`src/rtl/store_sched_pkg.sv`:
```
// ============================================================================
// Module   : store_sched_pkg
// Purpose  : Shared store-queue configuration: lengths, IO field, depth, FSM.
// Revision : 1.0 - initial release
// ============================================================================
`default_nettype none

package store_sched_pkg;

  localparam int          c_STQ_DEPTH_DEF = 4;
  localparam logic [2:0]  c_LEN_B         = 3'd1;
  localparam logic [2:0]  c_LEN_H         = 3'd2;
  localparam logic [2:0]  c_LEN_W         = 3'd4;
  localparam logic [1:0]  c_IO_FIELD      = 2'b11;

  typedef enum logic [1:0] {
    S_IDLE    = 2'd0,
    S_DRAIN   = 2'd1,
    S_IO_WAIT = 2'd2
  } state_t;

  // Anything that is not a byte or halfword access is a word access.
  function automatic logic [2:0] norm_len(input logic [2:0] len);
    if (len == c_LEN_B)      return c_LEN_B;
    else if (len == c_LEN_H) return c_LEN_H;
    else                     return c_LEN_W;
  endfunction

  function automatic logic is_io(input logic [31:0] addr);
    return addr[17:16] == c_IO_FIELD;
  endfunction

endpackage

`default_nettype wire

```
`src/rtl/store_sched_if.sv`:
```
// ============================================================================
// Module   : store_sched_if
// Purpose  : Store enqueue, load check and RAM byte-write signals of store_sched.
// Revision : 1.0 - initial release
// ============================================================================
`default_nettype none

interface store_sched_if;

  logic        st_valid;
  logic [31:0] st_addr;
  logic [31:0] st_data;
  logic [2:0]  st_len;
  logic        st_ready;
  logic        ld_check;
  logic [31:0] ld_addr;
  logic [2:0]  ld_len;
  logic        ld_conflict;
  logic        rd_busy;
  logic        io_buffer_full;
  logic        wr_req;
  logic [31:0] wr_addr;
  logic [7:0]  wr_data;
  logic        wr_grant;
  logic        empty;
  logic [3:0]  count;

  modport master (
    output st_valid, st_addr, st_data, st_len, ld_check, ld_addr, ld_len,
           rd_busy, io_buffer_full, wr_grant,
    input  st_ready, ld_conflict, wr_req, wr_addr, wr_data, empty, count
  );

  modport slave (
    input  st_valid, st_addr, st_data, st_len, ld_check, ld_addr, ld_len,
           rd_busy, io_buffer_full, wr_grant,
    output st_ready, ld_conflict, wr_req, wr_addr, wr_data, empty, count
  );

endinterface

`default_nettype wire

```
`src/rtl/store_sched_stq_overlap.sv`:
```
// ============================================================================
// Module   : stq_overlap
// Purpose  : Overlap test between one queued store's remaining bytes and a load.
// Revision : 1.0 - initial release
// ============================================================================
`default_nettype none

module stq_overlap (
  input  wire logic        i_valid,
  input  wire logic [31:0] i_st_start,
  input  wire logic [32:0] i_st_end,
  input  wire logic [31:0] i_ld_start,
  input  wire logic [32:0] i_ld_end,
  output      logic        o_hit
);

  // Half-open ranges; 33-bit ends keep the compare free of wrap-around.
  assign o_hit = i_valid
              && ({1'b0, i_st_start} < i_ld_end)
              && ({1'b0, i_ld_start} < i_st_end);

endmodule

`default_nettype wire

```
`src/rtl/store_sched.sv`:
```
// ============================================================================
// Module   : store_sched
// Purpose  : Store queue draining one byte per RAM grant, with IO pacing.
//            Define LOAD_CONFLICT_EN for exact load/store overlap detection.
// Revision : 1.0 - initial release
// ============================================================================
`default_nettype none

module store_sched
  import store_sched_pkg::*;
#(
  parameter int STQ_DEPTH = c_STQ_DEPTH_DEF
) (
  input  wire logic  clk,
  input  wire logic  rst,
  store_sched_if.slave bus
);

  localparam int         c_PTR_W = $clog2(STQ_DEPTH);
  localparam logic [3:0] c_DEPTH = 4'(STQ_DEPTH);

  logic [31:0]        r_addr [STQ_DEPTH];
  logic [31:0]        r_data [STQ_DEPTH];
  logic [2:0]         r_len  [STQ_DEPTH];
  logic [c_PTR_W-1:0] r_head;
  logic [c_PTR_W-1:0] r_tail;
  logic [3:0]         r_count;
  logic [1:0]         r_idx;
  state_t             r_state;

  logic [31:0] w_wr_addr;
  logic [7:0]  w_wr_data;
  logic        w_io;
  logic        w_wr_req;
  logic        w_grant;
  logic        w_last;
  logic        w_pop;
  logic        w_push;
  logic        w_st_ready;
  logic [3:0]  w_count_nxt;

  assign w_wr_addr   = r_addr[r_head] + {30'd0, r_idx};
  assign w_wr_data   = 8'(r_data[r_head] >> {r_idx, 3'b000});
  assign w_io        = is_io(w_wr_addr);
  assign w_wr_req    = (r_state == S_DRAIN) && !bus.rd_busy
                    && !(w_io && bus.io_buffer_full);
  assign w_grant     = w_wr_req && bus.wr_grant;
  assign w_last      = ({1'b0, r_idx} == (r_len[r_head] - 3'd1));
  assign w_pop       = w_grant && w_last;
  assign w_st_ready  = (r_count < c_DEPTH);
  assign w_push      = bus.st_valid && w_st_ready;
  assign w_count_nxt = r_count + {3'd0, w_push} - {3'd0, w_pop};

  // Payload storage needs no reset: occupancy is tracked by head/count.
  always_ff @(posedge clk) begin
    if (w_push) begin
      r_addr[r_tail] <= bus.st_addr;
      r_data[r_tail] <= bus.st_data;
      r_len[r_tail]  <= norm_len(bus.st_len);
    end
  end

  always_ff @(posedge clk) begin
    if (rst) begin
      r_head  <= '0;
      r_tail  <= '0;
      r_count <= 4'd0;
      r_idx   <= 2'd0;
      r_state <= S_IDLE;
    end else begin
      if (w_push) begin
        r_tail <= r_tail + c_PTR_W'(1);
      end
      if (w_pop) begin
        r_head <= r_head + c_PTR_W'(1);
        r_idx  <= 2'd0;
      end else if (w_grant) begin
        r_idx  <= r_idx + 2'd1;
      end
      r_count <= w_count_nxt;

      case (r_state)
        S_IDLE: begin
          if (w_push) r_state <= S_DRAIN;
        end
        S_DRAIN: begin
          if (w_grant && w_io)         r_state <= S_IO_WAIT;
          else if (w_count_nxt == 4'd0) r_state <= S_IDLE;
        end
        S_IO_WAIT: begin
          r_state <= (w_count_nxt != 4'd0) ? S_DRAIN : S_IDLE;
        end
        default: r_state <= S_IDLE;
      endcase
    end
  end

`ifdef LOAD_CONFLICT_EN
  logic [STQ_DEPTH-1:0] w_hit;
  logic [32:0]          w_ld_end;

  assign w_ld_end = {1'b0, bus.ld_addr} + 33'(norm_len(bus.ld_len));

  for (genvar gi = 0; gi < STQ_DEPTH; gi++) begin : g_overlap
    logic [c_PTR_W-1:0] w_rel;
    logic               w_valid;
    logic [31:0]        w_start;
    logic [32:0]        w_end;

    // Slot distance from head decides occupancy; the head skips bytes already written.
    assign w_rel   = c_PTR_W'(gi) - r_head;
    assign w_valid = (4'(w_rel) < r_count);
    assign w_start = r_addr[gi] + ((w_rel == '0) ? {30'd0, r_idx} : 32'd0);
    assign w_end   = {1'b0, r_addr[gi]} + 33'(r_len[gi]);

    stq_overlap u_overlap (
      .i_valid    (w_valid),
      .i_st_start (w_start),
      .i_st_end   (w_end),
      .i_ld_start (bus.ld_addr),
      .i_ld_end   (w_ld_end),
      .o_hit      (w_hit[gi])
    );
  end

  assign bus.ld_conflict = bus.ld_check && (|w_hit);
`else
  assign bus.ld_conflict = bus.ld_check && (r_count != 4'd0);
`endif

  assign bus.st_ready = w_st_ready;
  assign bus.wr_req   = w_wr_req;
  assign bus.wr_addr  = w_wr_addr;
  assign bus.wr_data  = w_wr_data;
  assign bus.empty    = (r_count == 4'd0);
  assign bus.count    = r_count;

endmodule

`default_nettype wire

```
`src/flat_wrapper.sv`:
```
// flat-port wrapper written by rule: the top's interface ports become plain ports
module store_sched_flat import store_sched_pkg::*;
#(
  parameter int STQ_DEPTH = c_STQ_DEPTH_DEF
)
  (clk, rst, bus_st_valid, bus_st_addr, bus_st_data, bus_st_len, bus_ld_check, bus_ld_addr, bus_ld_len, bus_rd_busy, bus_io_buffer_full, bus_wr_grant, bus_st_ready, bus_ld_conflict, bus_wr_req, bus_wr_addr, bus_wr_data, bus_empty, bus_count);
  store_sched_if bus_i ();
  input  wire logic clk;
  input  wire logic rst;
  input wire logic [$bits(bus_i.st_valid)-1:0] bus_st_valid;
  input wire logic [$bits(bus_i.st_addr)-1:0] bus_st_addr;
  input wire logic [$bits(bus_i.st_data)-1:0] bus_st_data;
  input wire logic [$bits(bus_i.st_len)-1:0] bus_st_len;
  input wire logic [$bits(bus_i.ld_check)-1:0] bus_ld_check;
  input wire logic [$bits(bus_i.ld_addr)-1:0] bus_ld_addr;
  input wire logic [$bits(bus_i.ld_len)-1:0] bus_ld_len;
  input wire logic [$bits(bus_i.rd_busy)-1:0] bus_rd_busy;
  input wire logic [$bits(bus_i.io_buffer_full)-1:0] bus_io_buffer_full;
  input wire logic [$bits(bus_i.wr_grant)-1:0] bus_wr_grant;
  output wire logic [$bits(bus_i.st_ready)-1:0] bus_st_ready;
  output wire logic [$bits(bus_i.ld_conflict)-1:0] bus_ld_conflict;
  output wire logic [$bits(bus_i.wr_req)-1:0] bus_wr_req;
  output wire logic [$bits(bus_i.wr_addr)-1:0] bus_wr_addr;
  output wire logic [$bits(bus_i.wr_data)-1:0] bus_wr_data;
  output wire logic [$bits(bus_i.empty)-1:0] bus_empty;
  output wire logic [$bits(bus_i.count)-1:0] bus_count;
  assign bus_i.st_valid = bus_st_valid;
  assign bus_i.st_addr = bus_st_addr;
  assign bus_i.st_data = bus_st_data;
  assign bus_i.st_len = bus_st_len;
  assign bus_i.ld_check = bus_ld_check;
  assign bus_i.ld_addr = bus_ld_addr;
  assign bus_i.ld_len = bus_ld_len;
  assign bus_i.rd_busy = bus_rd_busy;
  assign bus_i.io_buffer_full = bus_io_buffer_full;
  assign bus_i.wr_grant = bus_wr_grant;
  assign bus_st_ready = bus_i.st_ready;
  assign bus_ld_conflict = bus_i.ld_conflict;
  assign bus_wr_req = bus_i.wr_req;
  assign bus_wr_addr = bus_i.wr_addr;
  assign bus_wr_data = bus_i.wr_data;
  assign bus_empty = bus_i.empty;
  assign bus_count = bus_i.count;
  store_sched #(.STQ_DEPTH(STQ_DEPTH)) u_core (.clk(clk), .rst(rst), .bus(bus_i));
endmodule
```
`config.mk`:
```
export PLATFORM = sky130hd
export DESIGN_NAME = store_sched_flat
export DESIGN_NICKNAME = d
export VERILOG_FILES = /design/src/rtl/store_sched_pkg.sv /design/src/rtl/store_sched_if.sv /design/src/rtl/store_sched_stq_overlap.sv /design/src/rtl/store_sched.sv /design/src/flat_wrapper.sv
export SDC_FILE = /design/constraint.sdc
export NUM_CORES = 1
export LEC_CHECK = 0
export CAP_MARGIN = 10
export CORE_MARGIN = 4
export CORE_UTILIZATION = 50
export CTS_BUF_LIST = sky130_fd_sc_hd__clkbuf_8 sky130_fd_sc_hd__clkbuf_16
export DETAILED_ROUTE_END_ITERATION = 7
export PLACE_DENSITY_LB_ADDON = 0.12
export SLEW_MARGIN = 20
export SYNTH_ARGS = -nofsm -noshare
export SYNTH_HDL_FRONTEND = slang
export SYNTH_SLANG_ARGS = --single-unit
```
`constraint.sdc`:
```
create_clock -name clk -period 12.75 [get_ports clk]
set_clock_uncertainty 0.2 [all_clocks]
set_input_delay 2.55 -clock clk [delete_from_list [all_inputs] [get_ports clk]]
set_output_delay 2.55 -clock clk [all_outputs]
set_load 0.01 [all_outputs]
```
==> results_dict.tcl <==
set metrics [dict create \
    power.switching_fraction_pct 24.0 \
    global_route_wire_length_before_repair_um 34900 \
    floorplan_die_area_mm2 0.0254 \
    power.ir.vdd_worst_mv 0.116 \
    cell_internal_pwr_mw 1.90 \
    drv_slew 0 \
    ys_seq_elements 282 \
    relSlewSlack_pct 31.4 \
    detail_route.first_pass.iterations 4 \
    grt-busiest-layer "met2" \
    cts_made_buffers 28 \
    cts-root-to-sink-buffers 3 \
    reg2reg_depth 15 \
    clkSinkCount 282 \
    die_width_um 159 \
    floorplan.die.height_um 159 \
    synth_async_sr_flop_share_pct 0 \
    antenna_found_initial 1 \
    power.switching_mw 0.598 \
    globalRoute.totalOverflow 0 \
    final_layout_size_suffix_gt1_share_pct 18.8 \
    syn_avg_cell_area_um2 20.2 \
    design.core.area_mm2 0.0226 \
    post_cts_resized 0 \
    drc_errors 0 \
    synth-seq-area-share_pct 72.6 \
    ioPinCount 157 \
    post_synthesis_instance_total 567 \
    max_freq_mhz 139 \
    grt_util_met1_pct 22.6 \
    synth_flop_cell "sky130_fd_sc_hd__edfxtp_1" \
    finalWorstSetupSlack_ns 5.55 \
    grtUsageTotal_pct 17.5 \
    share_seq_of_total_power_pct 47.6 \
    ys_warn_count 0 \
    cellPowerDensity_mw_per_mm2 178 \
    antenna_violation_net_count_after_detailed_routing 0 \
    cts_tree "yes" \
    critical_path_required_ns 10.00 \
    unrepaired_setup_endpoints_after_global_routing "false" \
    antennaDiodeCount 0 \
    worst_setup_path_end_kind "primary output" \
    synth_cell_type_count 47 \
    fill_cells 1573 \
    pwr-share-clk_pct 33.7 \
    finalWirelength_um 22300 \
    gp_congestion 0.768 \
    final_nets 826 \
    synth_fp_nets 690 \
    share_comb_of_total_power_pct 18.7 \
    floorplan.rows 55 \
    timing.critical_path.from_type "input port" \
    post-synth-top-area-fraction_pct 70.2 \
    final.period_utilization_pct 56.4 \
    placement.io_buffers 121 \
    path_clk_slew_ns 0.06 \
    finalSetupTns_ns 0 \
    worstPathArrival_ns 4.45 \
    run_status "completed" \
    count_of_final_setup_violators 0 \
    clock-root-buffer "sky130_fd_sc_hd__clkbuf_16" \
    initial_core_util_pct 50.8 \
    first_global_vias 6218 \
    area_delta_synth_final_pct 22.2 \
    routed_via_density 5.67 \
    htree_depth 1 \
    p_leak_nw 4.47 \
    globalRouteMet2Util_pct 31.0 \
    worst_hold_path.num_cells 2 \
    pre_cts_slack_ns 5.60 \
    groute.layer.met3.usage_pct 3.70 \
    detailedRoute.firstIterationViolations 304 \
    cts_setup_buffers 0 \
    critical_path_peak_fanout 6 \
    hold_violations 0 \
    min_path_type "reg -> reg" \
    fin_hold_ws_ns 0.286 \
    synth_top_cells_by_area "sky130_fd_sc_hd__edfxtp_1, sky130_fd_sc_hd__mux4_2, sky130_fd_sc_hd__dfxtp_1" \
    criticalPathCategory "in -> out" \
    synthesis.area_mm2 0.0115 \
    detailroute.via_count 5726 \
    netlist.top_cell.by_area "sky130_fd_sc_hd__edfxtp_1" \
    cap_violations 0 \
    post_synth_edffs 268 \
    terminus_of_the_critical_flop_to_flop_path "u_core.r_state[0]" \
    clock_insertion_delay_worst_skew_ns 0.53 \
    timing.reg2reg.setup_slack_ns 7.22 \
    cts_hold_repair.buffers 0 \
    largest_net_degree_at_the_start_of_global_routing 68 \
    min-delay-start "u_core.r_head[1]" \
    detail_route.wl_per_cell_um 22.1 \
    worst_slew_pin_slew_ns 1.03 \
    layout_min_cycle_time_ns 7.20 \
    dp_hpwl_um 13800 \
]
## Yosys cell counts, drive strengths merged (4+ instances only)
library cell and count:
nor4 4, nor3 11, ha 12, xor2 16
nand4 8, dfxtp 14, nor2 21, nand2 14
inv 18, nand2b 4, nor2b 7, xnor2 20
a21oi 4, nand3 10, clkbuf 9, buf 11
edfxtp 268, and3 8, mux4 75
## power groups by stage
stage | clock network (mW) | logic, mW | registers (mW)
floorplan | 0 | 0.261 | 1.20
global placement | 0 | 0.451 | 1.20
finish | 0.841 | 0.466 | 1.19
CTS | 0.861 | 0.475 | 1.19
global route | 0.901 | 0.504 | 1.20
detailed placement | 0 | 0.473 | 1.21
## sequential cells by signal, summed over array words and instances (netlist names), named ones only
register and flops:
u_core.r_len 12, u_core.r_tail 2, u_core.r_addr 128, u_core.bus.count 4, u_core.r_head 2, u_core.r_state 2
u_core.r_idx 2, u_core.r_data 128
## metal layers
metal / routed length [um] / share of wire [%]
met3: 1200 / 5.4
met1: 9240 / 41
met2: 11500 / 51
met5: 13 / 0.058
met4: 385 / 1.7
## placed cells by master (no fill, tap or decap), types with 12 or more instances in the layout
cell	count
sky130_fd_sc_hd__xor2_1	16
sky130_fd_sc_hd__inv_1	20
sky130_fd_sc_hd__xnor2_1	20
sky130_fd_sc_hd__dfxtp_1	12
sky130_fd_sc_hd__nor2_1	21
sky130_fd_sc_hd__nand2_1	14
sky130_fd_sc_hd__ha_1	12
sky130_fd_sc_hd__clkdlybuf4s50_1	121
sky130_fd_sc_hd__mux4_2	75
sky130_fd_sc_hd__clkbuf_16	29
sky130_fd_sc_hd__edfxtp_1	268
## layout make-up
type	instances	area [um2]	share of cell area, %
repair buffers	126	1310	9.38
clock buffers	29	726	5.18
well taps	285	357	2.55
inverters	18	67.6	0.482
multi-input cells	247	2980	21.2
clock inverters	22	233	1.66
flip-flops and latches	282	8340	59.5
## worst max-delay path by stage
stage / from / end / slack (ns)
after global routing: register / bus_wr_req / 5.24
final: bus_io_buffer_full / bus_wr_req / 5.55
after CTS: register / bus_wr_req / 5.47
after global placement: bus_rd_busy / bus_wr_req / 5.66
after floorplan: register / bus_wr_req / 6.50
after detailed placement: bus_io_buffer_full / bus_wr_req / 5.60
## cell families (layout without fill, tap and decap cells)
kind of cell / Yosys count / after routing / share of synthesized area (%)
xor+xnor: 36 / 36 / 2.75
buf+inv: 38 / 195 / 1.57
compound gates: 14 / 14 / 0.895
flops: 282 / 282 / 72.6
mux: 79 / 79 / 15.1
fa+ha+maj: 14 / 14 / 1.66
simple gates: 104 / 104 / 5.37
## through the flow
stage	std cells	util, %	area, um2	power [mW]
4_1_cts	1009	62.1	14000	2.53
3_5_place_dp	958	57.8	13100	1.68
3_3_place_gp	954	57.4	13000	1.65
5_1_grt	1009	62.1	14000	2.60
2_1_floorplan	567	-	11500	1.46
6_report	1009	62.1	14000	2.49
## critical path: stages
cell                              delay, ns
sky130_fd_sc_hd__clkdlybuf4s50_1       0.49
sky130_fd_sc_hd__nand3_1               0.14
sky130_fd_sc_hd__mux2i_1               0.20
sky130_fd_sc_hd__nor4_1                0.45
sky130_fd_sc_hd__clkdlybuf4s50_1       0.61
Note: power is estimated with default switching activity, not from simulation.
